`src/rtl/led_blink_pkg.sv`:
```
// Shared types and helpers for the led_blink_array LED blinker/PWM block.
package led_blink_pkg;

    // Fixed container widths for one channel's configuration; CNT_W and BURST_W must not exceed these.
    localparam int CFG_CNT_W   = 32;
    localparam int CFG_BURST_W = 16;

    localparam int unsigned DEF_PERIOD_C = 32'd99_999_999;
    localparam int unsigned DEF_DUTY_C   = 32'd50_000_000;

    typedef struct packed {
        logic [CFG_CNT_W-1:0]   period;
        logic [CFG_CNT_W-1:0]   duty;
        logic                   en;
        logic [CFG_BURST_W-1:0] burst;
    } ch_cfg_t;

    function automatic int clog2_min1(input int n);
        return (n > 2) ? $clog2(n) : 1;
    endfunction

endpackage

```
`src/rtl/led_blink_if.sv`:
```
// Write port and LED outputs of led_blink_array, bundled as one interface.
interface led_blink_if
    import led_blink_pkg::*;
#(
    parameter int NUM_CH  = 2,
    parameter int CNT_W   = 27,
    parameter int BURST_W = 8
);
    localparam int CH_W = clog2_min1(NUM_CH);

    logic               wr_en;
    logic [CH_W-1:0]    wr_ch;
    logic [CNT_W-1:0]   wr_period;
    logic [CNT_W-1:0]   wr_duty;
    logic               wr_chen;
    logic [BURST_W-1:0] wr_burst;
    logic [NUM_CH-1:0]  led;
    logic [NUM_CH-1:0]  done;

    modport master (
        output wr_en, wr_ch, wr_period, wr_duty, wr_chen, wr_burst,
        input  led, done
    );

    modport slave (
        input  wr_en, wr_ch, wr_period, wr_duty, wr_chen, wr_burst,
        output led, done
    );

endinterface

```
`src/rtl/led_blink_channel.sv`:
```
// One LED channel: period counter, shadow/active configuration swapped at the wrap,
// and (with BURST_MODE_EN defined) a finite burst of periods ending in a done pulse.
module led_blink_channel
    import led_blink_pkg::*;
#(
    parameter int          CNT_W      = 27,
    parameter int unsigned DEF_PERIOD = DEF_PERIOD_C,
    parameter int unsigned DEF_DUTY   = DEF_DUTY_C,
    parameter bit          DEF_EN     = 1'b1
) (
    input  logic    clk,
    input  logic    rst,
    input  logic    wr,
    input  ch_cfg_t wr_cfg,
    output logic    led,
    output logic    done
);
    localparam ch_cfg_t DEF_CFG = '{
        period: CFG_CNT_W'(CNT_W'(DEF_PERIOD)),
        duty:   CFG_CNT_W'(CNT_W'(DEF_DUTY)),
        en:     DEF_EN,
        burst:  '0
    };

    logic [CNT_W-1:0] cnt;
    ch_cfg_t          act;
    ch_cfg_t          shd;
    ch_cfg_t          nxt;
    logic             wrap;
    logic             xfer;
    logic             unused_act_burst;

    // A write landing on the transfer edge goes straight into the active set.
    always_comb begin
        nxt  = wr ? wr_cfg : shd;
        wrap = act.en && (CFG_CNT_W'(cnt) == act.period);
        xfer = wrap || !act.en;
    end

    assign led              = act.en && (CFG_CNT_W'(cnt) < act.duty);
    assign unused_act_burst = ^act.burst;

`ifdef BURST_MODE_EN
    logic [CFG_BURST_W-1:0] rem;
    logic                   fresh;
`else
    assign done = 1'b0;
`endif

    always_ff @(posedge clk) begin
        if (rst) begin
            cnt <= '0;
            act <= DEF_CFG;
            shd <= DEF_CFG;
`ifdef BURST_MODE_EN
            rem   <= '0;
            fresh <= 1'b0;
            done  <= 1'b0;
`endif
        end else begin
            if (wr) shd <= wr_cfg;
            if (xfer) act <= nxt;
            cnt <= (act.en && !wrap) ? cnt + CNT_W'(1) : '0;
`ifdef BURST_MODE_EN
            done <= 1'b0;
            if (wr) fresh <= 1'b1;
            // Only a newly written configuration (re)arms the burst; plain wraps count it down.
            if (xfer && (wr || fresh)) begin
                rem   <= nxt.burst;
                fresh <= 1'b0;
            end else if (wrap && (rem != '0)) begin
                rem <= rem - CFG_BURST_W'(1);
                if (rem == CFG_BURST_W'(1)) begin
                    act.en <= 1'b0;
                    shd.en <= 1'b0;
                    done   <= 1'b1;
                end
            end
`endif
        end
    end

endmodule

```
`src/rtl/led_blink_array.sv`:
```
// led_blink_array: NUM_CH independent LED blinker/PWM channels behind one write port.
// Optional finite-burst mode is built when the BURST_MODE_EN macro is defined.
module led_blink_array
    import led_blink_pkg::*;
#(
    parameter int          NUM_CH     = 2,
    parameter int          CNT_W      = 27,
    parameter int          BURST_W    = 8,
    parameter int unsigned DEF_PERIOD = DEF_PERIOD_C,
    parameter int unsigned DEF_DUTY   = DEF_DUTY_C,
    parameter bit          DEF_EN     = 1'b1
) (
    input logic        clk,
    input logic        rst,
    led_blink_if.slave bus
);
    localparam int CH_W = clog2_min1(NUM_CH);

    ch_cfg_t wr_cfg;

    always_comb begin
        wr_cfg        = '0;
        wr_cfg.period = CFG_CNT_W'(bus.wr_period[CNT_W-1:0]);
        wr_cfg.duty   = CFG_CNT_W'(bus.wr_duty[CNT_W-1:0]);
        wr_cfg.en     = bus.wr_chen;
`ifdef BURST_MODE_EN
        wr_cfg.burst  = CFG_BURST_W'(bus.wr_burst[BURST_W-1:0]);
`endif
    end

`ifndef BURST_MODE_EN
    logic unused_wr_burst;
    assign unused_wr_burst = ^bus.wr_burst[BURST_W-1:0];
`endif

    // Channel numbers at or above NUM_CH match no instance, so such writes fall away.
    for (genvar i = 0; i < NUM_CH; i++) begin : g_ch
        logic wr_hit;
        assign wr_hit = bus.wr_en && (bus.wr_ch == CH_W'(i));

        led_blink_channel #(
            .CNT_W     (CNT_W),
            .DEF_PERIOD(DEF_PERIOD),
            .DEF_DUTY  (DEF_DUTY),
            .DEF_EN    (DEF_EN)
        ) u_ch (
            .clk   (clk),
            .rst   (rst),
            .wr    (wr_hit),
            .wr_cfg(wr_cfg),
            .led   (bus.led[i]),
            .done  (bus.done[i])
        );
    end

endmodule
```
`src/flat_wrapper.sv`:
```
// flat-port wrapper written by rule: the top's interface ports become plain ports
module led_blink_array_flat import led_blink_pkg::*;
#(
    parameter int          NUM_CH     = 2,
    parameter int          CNT_W      = 27,
    parameter int          BURST_W    = 8,
    parameter int unsigned DEF_PERIOD = DEF_PERIOD_C,
    parameter int unsigned DEF_DUTY   = DEF_DUTY_C,
    parameter bit          DEF_EN     = 1'b1
)
  (clk, rst, bus_wr_en, bus_wr_ch, bus_wr_period, bus_wr_duty, bus_wr_chen, bus_wr_burst, bus_led, bus_done);
  led_blink_if #(.NUM_CH(NUM_CH), .CNT_W(CNT_W), .BURST_W(BURST_W)) bus_i ();
  input logic clk;
  input logic rst;
  input wire logic [$bits(bus_i.wr_en)-1:0] bus_wr_en;
  input wire logic [$bits(bus_i.wr_ch)-1:0] bus_wr_ch;
  input wire logic [$bits(bus_i.wr_period)-1:0] bus_wr_period;
  input wire logic [$bits(bus_i.wr_duty)-1:0] bus_wr_duty;
  input wire logic [$bits(bus_i.wr_chen)-1:0] bus_wr_chen;
  input wire logic [$bits(bus_i.wr_burst)-1:0] bus_wr_burst;
  output wire logic [$bits(bus_i.led)-1:0] bus_led;
  output wire logic [$bits(bus_i.done)-1:0] bus_done;
  assign bus_i.wr_en = bus_wr_en;
  assign bus_i.wr_ch = bus_wr_ch;
  assign bus_i.wr_period = bus_wr_period;
  assign bus_i.wr_duty = bus_wr_duty;
  assign bus_i.wr_chen = bus_wr_chen;
  assign bus_i.wr_burst = bus_wr_burst;
  assign bus_led = bus_i.led;
  assign bus_done = bus_i.done;
  led_blink_array #(.NUM_CH(NUM_CH), .CNT_W(CNT_W), .BURST_W(BURST_W), .DEF_PERIOD(DEF_PERIOD), .DEF_DUTY(DEF_DUTY), .DEF_EN(DEF_EN)) u_core (.clk(clk), .rst(rst), .bus(bus_i));
endmodule
```
`config.mk`:
```
export PLATFORM = sky130hd
export DESIGN_NAME = led_blink_array_flat
export DESIGN_NICKNAME = d
export VERILOG_FILES = /design/src/rtl/led_blink_pkg.sv /design/src/rtl/led_blink_if.sv /design/src/rtl/led_blink_channel.sv /design/src/rtl/led_blink_array.sv /design/src/flat_wrapper.sv
export SDC_FILE = /design/constraint.sdc
export NUM_CORES = 1
export LEC_CHECK = 0
export ABC_AREA = 0
export CAP_MARGIN = 20
export CORE_UTILIZATION = 30
export DETAILED_ROUTE_END_ITERATION = 8
export MAX_ROUTING_LAYER = met4
export PLACE_DENSITY_LB_ADDON = 0.08
export SLEW_MARGIN = 20
export SYNTH_ARGS = -nofsm -noshare
export SYNTH_HDL_FRONTEND = slang
export SYNTH_SLANG_ARGS = --single-unit
```
`constraint.sdc`:
```
create_clock -name clk -period 3 [get_ports clk]
set_clock_uncertainty 0.05 [all_clocks]
set_input_delay 0.6 -clock clk [delete_from_list [all_inputs] [get_ports clk]]
set_output_delay 0.6 -clock clk [all_outputs]
set_load 0.01 [all_outputs]
```
# == Yosys cells after proc, flatten, opt, wreduce, memory -nomap -nowiden ==
# Index checks and enable logic that the tools add are counted.
# classes
n_mux,2
eq_ne,2
magnitude_cmp,2
bitwise_logic,3
add_sub_neg,2
n_reduce_logical,16
# ops
op,n
$mux W81,2
$eq A27 B32 Y1,2
$lt A27 B32 Y1,2
$add A27 B1 Y27 const B,2
$logic_and A1 B1 Y1,8
$logic_not A1 Y1,4
$reduce_or A2 Y1,2
$not A1 Y1,3
$logic_or A1 B1 Y1,2
# totals
ff_bits,314
wordCells,41
inputBits,67

# == Longest topological paths before layout ==
# depth
ltp_word,6
mapped_depth,10
mapped_depth_nobuf,8

# == By module ==
# A second synthesis with hierarchy kept.
# unflattened
cells_unflattened,1317
area_unflattened_um2,13215.2
# modules_own_cells
module,seq_area_each_um2,area_per_inst_um2,cells_per_inst,instances
led_blink_channel,3143.0,6597.6,657,2
led_blink_array,0.0,20.0,3,1

# == Worst setup path after synthesis ==
# Ideal clock, no wire load.
# synth_path
path_kind,reg-to-output
start,reg u_core.g_ch[0].u_ch.cnt[13]
end,out bus_led[0]
t_arrival_ps,1764
path_buffers,1
path_stages_with_launch,9
required_time_ps,2350
setup_slack_ps,586
cell_sequence,dfxtp_1 ha_1 a21o_1 a21o_1 a221o_1 a211oi_1 o21ai_0 a21oi_1 buf_4
# synth_between
elab_chain_cells,2
# synth_rtl
element,line,text
start: declaration,led_blink_channel.sv:25,logic [CNT_W-1:0] cnt;
start signal: assignment,led_blink_channel.sv:63,cnt <= (act.en && !wrap) ? cnt + CNT_W'(1) : '0;
$lt A27 B32 Y1,led_blink_channel.sv:40,assign led = act.en && (CFG_CNT_W'(cnt) < act.duty);
$logic_and A1 B1 Y1,led_blink_channel.sv:40,
end: declaration,flat_wrapper.sv:21,output wire logic [$bits(bus_i.led)-1:0] bus_led;
# Every way passes these cells.

# == Worst setup path in the final report ==
# layout_path
start,reg u_core.g_ch[0].u_ch.act[30] in the netlist's numbering
end,out bus_led[0]
# layout_between
elab_chain_cells,2
# layout_rtl
element,line,text
start: declaration,led_blink_channel.sv:26,ch_cfg_t act;
start signal: assignment,led_blink_channel.sv:62,if (xfer) act <= nxt;
$lt A27 B32 Y1,led_blink_channel.sv:40,
$logic_and A1 B1 Y1,led_blink_channel.sv:40,
# Every way passes these cells.

==> impl_metrics.toml <==
[status]
status = "finished clean"

[synthesis]
synthSimpleGateAreaFrac_pct = 19.1
synth-xor-area-share_pct = 7.25
syn_area_um2 = 12600
ys_ff_latch = 314
synth_edf_count = 0
synth.mux.area_fraction_pct = 0
synth_compound_area_share_pct = 13.6
yosysSeqAreaShare_pct = 50.1
synthCells = 1333
synth_top_flop_cell = "dfxtp_1"
ys_types = 46
synthArstFlopShare_pct = 0
synth_top_family_by_area = "simple AND/OR/NAND/NOR gates"
synthAdderAreaFrac_pct = 5.38
avgSynthCellArea_um2 = 9.42
yosysWarnings = 0

[global_route]
track_usage_pct = 17.3
grt_first_pass_wirelength_um = 53800
grt_pass1_vias = 8959
grt_overflow = 0
antenna_found_initial = 0
grt_max_degree = 49

[setup_path]
crit_fanout = 2
r2r-end = "u_core.g_ch[1].u_ch.act[30]"
arrival_ps = 2340
reg2reg_depth = 8
crit_path_top_delay_cell = "dfxtp_2"
crit_end = "bus_led[0]"
critPathCaptureType = "output port"
path_depth = 9
max_stage_delay_ps = 330
startpoint = "u_core.g_ch[0].u_ch.act[30]"
crit_buf_inv = 2
required_ps = 2350
rrSetupSlack_ps = 550
cpLargestDelayFamily = "compound AO/OA/AOI/OAI gates"
cpMostUsedCell = "a21o_1"
critPathLaunchType = "flip-flop"
r2r-start = "u_core.g_ch[1].u_ch.cnt[3]"
crit_chain = "inv_2 > ha_4 > a21o_1 > a21o_1 > a221o_1 > a211oi_2 > o21ai_2 > a21oi_2 > buf_2"
crit_type = "flip-flop to output port"

[routing]
dr.pass1.iters = 4
drt-total-wl_um = 34900
drt_iter0_markers = 362
avgRoutedWirePerCell_um = 17.6
route.detailed.drc = 0
vias = 9192
ant_nets = 0
viasPerCell = 4.63

[floorplan]
die_h_um = 207
dieArea_um2 = 42700
coreArea_um2 = 41000
die_w_um = 207
ioPinCount = 71
start_util_pct = 30.6
rows = 74

[timing]
rsz0062_at_grt = "yes"
fin_crit_ps = 2990
drv_slew = 0
finalHoldViolCount = 0
finalCritPeriodShare_pct = 99.7
relSlewSlack_pct = 38.9
setup_tns_ps = 0
setup_viol = 0
worst_slack_ps = 8.03
fmax_mhz = 334
tightestPinTransition_ps = 915

[worst_hold_path]
worstHoldStart = "u_core.g_ch[0].u_ch.shd[44]"
min_path_cells = 1
hp-class = "flip-flop to flip-flop"

[layout]
stdcell_area_um2 = 15500
area_delta_synth_final_pct = 23.2
n_antenna_cell = 0
nFillCells = 4129
layout-drive-gt1-share_pct = 11.4
fin_nets = 1549

[place]
pre_cts_slack_ps = -285
placed_area_um2 = 14100
place_congestion = 0.800
io_buffers = 60
dp_hpwl_um = 25300

[clock_tree]
clk_pin_slew_ps = 60
numCtsBuffers = 38
cts_tree = "yes"
clock_path_buffers = 3
clk_latency_ps = 540
clkSinkCount = 314
clockRootBuffer = "clkbuf_16"
htreeDepth = 2
hold_buffers = 0

[run]
maxCapViolCount = 0

[power]
power_density_nw_per_um2 = 609
p_leak_nw = 6.66
peakVddDrop_v = 0.000417
[worst min-delay path by stage]
| stage | endpoint | slack, ps |
|---|---|---|
| 4_1_cts | u_core.g_ch[1].u_ch.shd[47] | 410 |
| 6_report | u_core.g_ch[0].u_ch.shd[44] | 400 |
| 3_5_place_dp | u_core.g_ch[0].u_ch.shd[44] | 400 |
| 3_3_place_gp | u_core.g_ch[0].u_ch.shd[45] | 390 |
| 5_1_grt | u_core.g_ch[0].u_ch.shd[77] | 430 |
| 2_1_floorplan | u_core.g_ch[1].u_ch.shd[16] | 380 |
[synth_stat cells (9+ instances only)]
cell	number	area share (%)
a2bb2oi_1	28	2.0
a21o_1	14	0.84
nand3b_1	64	3.8
ha_1	54	5.4
xnor2_1	24	1.7
buf_4	9	0.54
nor2_1	76	2.3
nand3_1	21	0.84
nor4_1	14	0.70
clkbuf_1	39	1.2
inv_1	56	1.7
dfxtp_1	314	50
o22a_1	38	2.7
and2_1	25	1.2
buf_2	13	0.52
a21oi_1	62	2.5
nand4_1	22	1.1
xor2_1	80	5.6
a22o_1	62	4.3
buf_1	10	0.30
nand2_1	249	7.4
[cells in the final DEF, fill, tap and decap left out, types with 9 or more instances in the layout]
cell	instances
dfxtp_1	309
nand2_1	248
xor2_1	80
nor2_1	74
nand3b_1	64
buf_4	63
a22o_1	62
a21oi_1	58
clkdlybuf4s50_1	57
inv_1	52
ha_1	49
clkbuf_16	41
o22a_1	38
a2bb2oi_1	28
xnor2_1	24
and2_1	24
nand4_1	22
nand3_1	21
a21o_1	14
nor4_1	13
clkbuf_1	9
[area by class of cell]
type	instances	area [um2]	share of cell area, %
Timing Repair Buffer	129	1190	7.72
Multi-Input combinational cell	889	5840	37.8
Sequential cell	314	6290	40.7
Tap cell	532	666	4.30
Inverter	56	210	1.36
Clock buffer	56	1140	7.38
Clock inverter	11	125	0.809
[repair_timing]
action | 4_1_cts | 5_1_grt
buffers inserted | 1 | 0
endpoints found under the setup margin | 2 | 2
pin swaps | 11 | 6
gates resized for setup | 29 | 6
cloned | 0 | 0
[metrics by stage]
step / total power [mW] / instances / utilization (%) / hold slack (ps)
floorplan: 4.65 / 1334 / - / 377
global placement: 4.88 / 1920 / 34.4 / 391
detailed placement: 4.88 / 1920 / 34.4 / 395
CTS: 9.57 / 1987 / 37.7 / 408
global route: 9.80 / 1987 / 37.7 / 427
finish: 9.42 / 1987 / 37.7 / 403
[cells by family (layout without fill, tap and decap cells)]
kind of cell    Yosys count  in the layout
simple gates            501            501
flops                   314            314
xor+xnor                104            104
other cells               1              2
fa+ha+maj                54             54
compound gates          228            228
buf+inv                 131            252
[report_power, final]
| part | internal (mW) | leakage (nW) | total [mW] | switching, mW |
|---|---|---|---|---|
| registers | 4.26 | 2.55 | 4.29 | 0.0260 |
| logic | 0.207 | 3.51 | 0.493 | 0.286 |
| clock network | 2.82 | 0.604 | 4.64 | 1.82 |
[metal layers]
layer	GRT usage [%]	vias up	share of wire, %
li1	-	4754	-
met1	22.1	4298	48
met2	28.1	88	48
met3	2.31	52	2.3
met4	5.51	0	2.3
met5	-	-	0
[flip-flops by register name (all words and copies together), names as in the netlist]
signal / count
u_core.g_ch.u_ch.shd: 130
u_core.g_ch.u_ch.cnt: 54
u_core.g_ch.u_ch.act: 130
No activity file was read; power rests on OpenSTA's default activity.
